===== config.mk =====
export PLATFORM = sky130hd
export DESIGN_NAME = alu_logical_issue
export DESIGN_NICKNAME = d
export VERILOG_FILES = /design/src/rtl/alu_logical_issue.sv
export SDC_FILE = /design/constraint.sdc
export NUM_CORES = 1
export LEC_CHECK = 0
export ABC_AREA = 1
export CAP_MARGIN = 20
export CORE_MARGIN = 2
export CORE_UTILIZATION = 40
export CTS_CLUSTER_DIAMETER = 40
export DETAILED_ROUTE_END_ITERATION = 7
export PLACE_DENSITY = 0.75
export REMOVE_ABC_BUFFERS = 1
export SLEW_MARGIN = 0
export SYNTH_ARGS = -nofsm -noshare
export SYNTH_HDL_FRONTEND = slang
export SYNTH_SLANG_ARGS = --single-unit

===== constraint.sdc =====
create_clock -name clk -period 3.1 [get_ports clk]
set_clock_uncertainty 0.15 [all_clocks]
set_input_delay 0.465 -clock clk [delete_from_list [all_inputs] [get_ports clk]]
set_output_delay 0.465 -clock clk [all_outputs]
set_load 0.005 [all_outputs]

===== src/rtl/alu_logical_issue.sv =====
// alu_logical_issue: valid/ready issue-and-collect controller wrapped around a registered logical ALU
module alu_logical_issue #(
  parameter int WIDTH = 16,
  parameter int LAT = 1,
  parameter int CNT_W = 16
) (
  input  logic             clk,
  input  logic             rst,
  input  logic             req_valid,
  output logic             req_ready,
  input  logic [3:0]       req_opcode,
  input  logic [WIDTH-1:0] req_a,
  input  logic [WIDTH-1:0] req_b,
  output logic [3:0]       alu_opcode,
  output logic [WIDTH-1:0] alu_a,
  output logic [WIDTH-1:0] alu_b,
  input  logic [WIDTH-1:0] alu_out,
  output logic             rsp_valid,
  input  logic             rsp_ready,
  output logic [WIDTH-1:0] rsp_data,
  output logic             rsp_err,
  output logic             busy,
  output logic [CNT_W-1:0] ops_count
);
  localparam int CW = $clog2(LAT + 1) + 1;
  typedef enum logic [1:0] {IDLE, WAIT, RESP} state_t;
  state_t state;
  logic [CW-1:0] cnt;
  logic legal;
  assign legal = req_opcode >= 4'b1000 && req_opcode <= 4'b1101;
  assign req_ready = state == IDLE;
  assign rsp_valid = state == RESP;
  assign busy = state != IDLE;
  always_ff @(posedge clk or posedge rst) begin
    if (rst) begin
      state <= IDLE;
      cnt <= '0;
      alu_opcode <= '0;
      alu_a <= '0;
      alu_b <= '0;
      rsp_data <= '0;
      rsp_err <= 1'b0;
      ops_count <= '0;
    end else begin
      case (state)
        IDLE: if (req_valid) begin
          alu_opcode <= legal ? req_opcode : 4'b0;
          alu_a <= legal ? req_a : '0;
          alu_b <= legal ? req_b : '0;
          cnt <= CW'(LAT);
          // illegal opcodes bypass the ALU and answer immediately
          if (!legal) begin
            rsp_data <= '0;
            rsp_err <= 1'b1;
          end
          state <= legal ? WAIT : RESP;
        end
        WAIT: if (cnt != '0) cnt <= cnt - CW'(1);
        else begin
          rsp_data <= alu_out;
          rsp_err <= 1'b0;
          state <= RESP;
        end
        RESP: if (rsp_ready) begin
          ops_count <= ops_count + CNT_W'(1);
          state <= IDLE;
        end
        default: state <= IDLE;
      endcase
    end
  end
endmodule


==> results of run 1 <==
==> worst max-delay path: stages (launching register included) <==
cell and delay, ps:
dfrtp_1 500, inv_1 90, nor2_1 170, clkdlybuf4s50_1 540
==> area by class of cell <==
type | instances | share of cell area
Sequential cell | 73 | 0.392
Inverter | 24 | 0.0193
Multi-Input combinational cell | 244 | 0.242
Tap cell | 102 | 0.0274
Timing Repair Buffer | 128 | 0.277
Clock buffer | 13 | 0.0383
Clock inverter | 3 | 0.00483
==> layer usage <==
layer  wire [um]  share of wire  vias up  GRT usage
met4          58         0.0082        0     0.0572
met5           0              0        -          0
met1        3210           0.46     1205      0.226
met3         381          0.054        6     0.0370
met2        3390           0.48       82      0.290
li1            -              -     1318          -
==> sequential cells by signal, summed over array words and instances (netlist names) <==
name and count:
alu_a 16, alu_b 16, alu_opcode 4, cnt 2, ops_count 16, rsp_data 16, rsp_err 1, state 2
==> kinds of logic after synthesis <==
| logic type | Yosys count |
|---|---|
| simple gates | 223 |
| flops | 73 |
| buf+inv | 32 |
| compound gates | 10 |
| xor+xnor | 8 |
| fa+ha+maj | 2 |
| mux | 1 |
==> metrics by stage <==
| step | hold WS (ps) | instances | power [uW] | setup WS [ps] | area, um^2 |
|---|---|---|---|---|---|
| after floorplan | 315 | 341 | 1980 | 632 | 3050 |
| after global placement | 307 | 571 | 2810 | 1030 | 4460 |
| after detailed placement | 312 | 571 | 2850 | 984 | 4460 |
| after CTS | 331 | 587 | 3580 | 817 | 4670 |
| after global routing | 348 | 587 | 3780 | 738 | 4670 |
| final | 330 | 587 | 3530 | 855 | 4670 |
==> cell usage in the layout (no fill, tap or decap), types with 4 or more instances in the layout <==
master | Yosys | layout
clkbuf_8 | 0 | 13
clkdlybuf4s50_1 | 0 | 127
dfrtp_1 | 73 | 73
inv_1 | 22 | 21
nand2_1 | 189 | 189
nand2_2 | 4 | 4
nand3_1 | 6 | 6
nor2_1 | 10 | 10
o21ai_0 | 4 | 4
xnor2_1 | 6 | 6
==> report_power, final <==
part	total [uW]	switching (uW)	internal, uW	leakage [uW]
Combinational	1330	555	777	0.00124
Clock	716	338	378	0.0000939
Sequential	1480	213	1270	0.000972
Total	3530	1110	2420	0.00231
==> worst max-delay path by stage <==
stage,end,slack [ps],cells past startpoint
2_1_floorplan,alu_a[0]$_DFFE_PP0P_,630,1
3_3_place_gp,cnt[0]$_DFFE_PP0P_,1030,5
3_5_place_dp,rsp_data[11]$_DFFE_PP0P_,980,6
4_1_cts,rsp_valid,820,3
5_1_grt,rsp_valid,740,3
6_report,rsp_valid,850,3
==> out/summary.txt, run 1 <==
Min-Delay Endpoint = rsp_data[3]$_DFFE_PP0P_
TritonCTS clock tree = built
CP Data Required Time = 2480 ps
Distinct cells, synth = 26
Worst-skew pair later-pin latency = 330 ps
Final wirelength = 7040 um
# Post-CTS Setup Buffers = 0
Initial antenna violation count = 0
First-pass GRT wire length = 11800 um
Critical path class = reg -> out
Hold depth = 2
DP Wirelength = 5150 um
Worst r2r src = state[1]$_DFFE_PP0P_
Final setup fails = 0
Adder-Cell Fraction of Synth Area = 0.00803
Top cell types by occurrence after synthesis = 189 x nand2_1, 73 x dfrtp_1, 22 x inv_1
Vias in the first global route = 2627
Crit-path max FO = 5
Post-route DRC = 0
Main synth FF type = dfrtp_1
End of the worst register-to-register path = cnt[0]$_DFFE_PP0P_
Clock H-tree levels = 3
Fillers = 663
Routed vias = 2611
Max clock buf depth = 2
Seq/Total Area, Yosys = 0.586
Top cell type's share of synthesized area = 0.586
FF+latch count, synth = 73
Synth warnings = 0
Share of post-route cells with drive strength above 1 = 0.0722
Crit. End Element = primary output
Worst-path clk slew = 70 ps
Routed WL per cell = 12.0 um
Post-synth EDFFs = 0
Layout Nets = 538
LEAKAGE = 0.00231 uW
Pwr per Cell Area = 756 nW/um^2
Cts repair resizes = 0
Synth Instances = 349
Crit path DAT = 1630 ps
Outcome = completed
Initial Utilization = 0.408
R2r worst-path depth = 5
Root buf cell = clkbuf_8
Row count = 32
Gpl congestion = 0.783
Worst setup SP type = flop
Max cap viols = 0
Core Util, Final = 0.610
Count of buffers from port buffering = 127
Top cells by area, synth = dfrtp_1 59%, nand2_1 23%, inv_1 2.6%
Crit path from = state[1]$_DFFE_PP0P_
Tmin final = 2250 ps
DRT antenna net count = 0
Largest net degree at the start of global routing = 43
Die X = 92.3 um
Period Utilization, post-route = 0.724
Compound-Gate Fraction of Synth Area = 0.0205
GRT overflow = 0
Most common cell in the netlist = nand2_1
DR pass1 iterations = 4
Synth Area in Simple Gates = 0.308
Die area = 8510 um^2
Yosys top cell by area = dfrtp_1
Worst-Margin Slew = 669 ps
Worst R2R Setup Slack = 1270 ps
Overall routing resource usage = 0.174
Maximum vdd ir drop = 312 uV
Ant. Diodes = 0
Worst rel slew slack = 0.552
Syn Area/Cell = 8.93 um^2
Area of the multi-input gates = 1130 um^2
Max-slew violations = 0
Post-synthesis mux area share = 0.00361
Hold Buf Count CTS = 0
Hold path start = rsp_data[3]$_DFFE_PP0P_
Final hold violation count = 0
Die Span Y = 92.3 um
Synth-to-Final Area Change = 49.7%
Synth async-reset ratio = 1.00
TNS Setup = 0 ps
Iteration-0 DRC Markers = 94
Io pins = 128
XOR/XNOR Fraction of Synth Area = 0.0225
Vias per std cell = 4.45
Largest family of logic cells by synthesized area = simple AND/OR/NAND/NOR gates
Fmax = 445 MHz
CTS Sinks = 73
Mapped cell area = 3120 um^2
Register area = 1830 um^2
Worst Hold Class = reg -> reg
Core ar. = 7650 um^2
Unrepaired setup endpoints after global routing = no
TritonCTS Buffers = 9
No activity file was read; power rests on OpenSTA's default activity.
==> run 2: changes to the inputs <==
--- a/config.mk
+++ b/config.mk
@@ -8,10 +8,10 @@
 export ABC_AREA = 1
 export CAP_MARGIN = 20
 export CORE_MARGIN = 2
-export CORE_UTILIZATION = 40
+export CORE_UTILIZATION = 39
 export CTS_CLUSTER_DIAMETER = 40
 export DETAILED_ROUTE_END_ITERATION = 7
-export PLACE_DENSITY = 0.75
+export PLACE_DENSITY = 0.77
 export REMOVE_ABC_BUFFERS = 1
 export SLEW_MARGIN = 0
 export SYNTH_ARGS = -nofsm -noshare
==> constraint.sdc (replaced) <==
create_clock -name clk -period 1.9 [get_ports clk]
set_clock_uncertainty 0.15 [all_clocks]
set_input_delay 0.285 -clock clk [delete_from_list [all_inputs] [get_ports clk]]
set_output_delay 0.285 -clock clk [all_outputs]
set_load 0.005 [all_outputs]
==> out/summary.txt, run 2 (synthesis gave the netlist of run 1 again) <==
Worst setup SP type = flop
TNS Setup = 0 ps
Critical path class = reg -> out
Die area = 8720 um^2
Vias in the first global route = 2721
Worst-Margin Slew = 423 ps
Crit. End Element = primary output
Routed vias = 2699
TritonCTS Buffers = 9
Unrepaired setup endpoints after global routing = no
Hold Buf Count CTS = 0
GRT overflow = 0
Ant. Diodes = 0
Crit-path max FO = 4
DR pass1 iterations = 4
Overall routing resource usage = 0.175
Share of post-route cells with drive strength above 1 = 0.0894
End of the worst register-to-register path = ops_count[13]$_DFFE_PP0P_
Most frequent cells in the layout = 189 x nand2_1, 125 x clkdlybuf4s50_1, 71 x dfrtp_1, 21 x inv_1, 10 x clkbuf_8
Io pins = 128
First-pass GRT wire length = 12100 um
Row count = 32
Final wirelength = 7090 um
Initial Utilization = 0.403
Count of buffers from port buffering = 127
Layout Nets = 545
Clock H-tree levels = 3
DRT antenna net count = 0
Final hold violation count = 0
Worst r2r src = state[0]$_DFFE_PP0P_
Root buf cell = clkbuf_8
LEAKAGE = 0.00235 uW
Worst-skew pair later-pin latency = 330 ps
Die Span Y = 93.4 um
DP Wirelength = 5260 um
Max cap viols = 0
TritonCTS clock tree = built
Dpl ws = 97.3 ps
Most common cell after layout, fill and taps aside = nand2_1
Maximum vdd ir drop = 603 uV
Outcome = completed
Vias per std cell = 4.54
CP Data Required Time = 1460 ps
Largest net degree at the start of global routing = 74
Pwr per Cell Area = 1240 nW/um^2
Gpl congestion = 0.804
Iteration-0 DRC Markers = 93
Core ar. = 7730 um^2
R2r worst-path depth = 7
CTS Sinks = 73
Synth-to-Final Area Change = 51.8%
Final setup fails = 0
Die X = 93.4 um
Post-route DRC = 0
Setup WS post-layout = 88.5 ps
Worst rel slew slack = 0.718
Routed WL per cell = 11.9 um
Worst R2R Setup Slack = 330 ps
Max-slew violations = 0
Crit path DAT = 1380 ps
Period Utilization, post-route = 0.953
Tmin final = 1810 ps
Worst-path clk slew = 80 ps
Fmax = 552 MHz
Max clock buf depth = 2
Worst Hold Class = in -> async
Initial antenna violation count = 0
==> run 2: cell types whose count changed in the layout (fill, tap and decap cells not counted), moves of 2 or more <==
cell / change
dfrtp_1: -2
buf_4: +6
dfrtp_2: +2
clkdlybuf4s50_1: -2
clkbuf_8: -3
clkinv_2: +2
==> run 2: worst max-delay path by stage <==
stage / start / to / slack (ps) / depth (start not counted)
2_1_floorplan: rst / alu_a[0]$_DFFE_PP0P_ / -390 / 1
3_3_place_gp: rsp_ready / ops_count[9]$_DFFE_PP0P_ / 170 / 6
3_5_place_dp: req_valid / rsp_data[9]$_DFFE_PP0P_ / 100 / 7
4_1_cts: state[1]$_DFFE_PP0P_ / req_ready / 30 / 2
5_1_grt: state[1]$_DFFE_PP0P_ / busy / 10 / 3
6_report: state[1]$_DFFE_PP0P_ / busy / 90 / 3
==> run 2: where the power goes <==
part | switching (uW) | leakage, uW | total [uW] | internal (uW)
combinational | 951 | 0.00129 | 2290 | 1340
sequential | 325 | 0.000970 | 2390 | 2070
clock | 541 | 0.0000953 | 1180 | 638
total | 1820 | 0.00235 | 5860 | 4040
==> run 2: layout make-up <==
cell class / instances / area, um^2
sequential: 73 / 1830
clock inverter: 5 / 55.1
tap: 102 / 128
fill: 654 / 3000
inverter: 24 / 90.1
clock buffer: 11 / 141
multi-input combinational: 244 / 1130
timing repair buffer: 135 / 1360
==> run 2: worst max-delay path, stage by stage (launching register included) <==
cell and delay (ps):
dfrtp_2 440, nor2_4 120, inv_1 50, clkdlybuf4s50_1 440
==> run 2: through the flow <==
| stage | power, uW | cell area [um^2] | instances | hold slack (ps) | util |
|---|---|---|---|---|---|
| 2_1_floorplan | 3230 | 3050 | 341 | 221 | - |
| 3_3_place_gp | 4610 | 4500 | 574 | 309 | 0.582 |
| 3_5_place_dp | 4690 | 4500 | 574 | 309 | 0.582 |
| 6_report | 5860 | 4730 | 594 | 195 | 0.612 |
| 5_1_grt | 6300 | 4730 | 594 | 241 | 0.612 |
| 4_1_cts | 5960 | 4730 | 594 | 213 | 0.612 |
==> run 2: repair_timing <==
item | 4_1_cts | 5_1_grt
endpoints found under the setup margin | 3 | 1
cloned | 0 | 0
pin swaps | 1 | 0
buffers inserted | 4 | 0
gates resized for setup | 4 | 1
==> run 2: routing by layer <==
| metal | share of wire | track usage |
|---|---|---|
| met3 | 0.058 | 0.0403 |
| met4 | 0.016 | 0.0686 |
| met2 | 0.51 | 0.309 |
| met1 | 0.42 | 0.206 |
| met5 | 0 | 0 |
==> run 3: changes to the inputs <==
--- a/config.mk
+++ b/config.mk
@@ -13,6 +13,7 @@
 export DETAILED_ROUTE_END_ITERATION = 7
 export PLACE_DENSITY = 0.77
 export REMOVE_ABC_BUFFERS = 1
+export SKIP_LAST_GASP = 1
 export SLEW_MARGIN = 0
 export SYNTH_ARGS = -nofsm -noshare
 export SYNTH_HDL_FRONTEND = slang
==> results of run 3 <==
No change in the layout: final DEF, timing and power equal those of run 2.
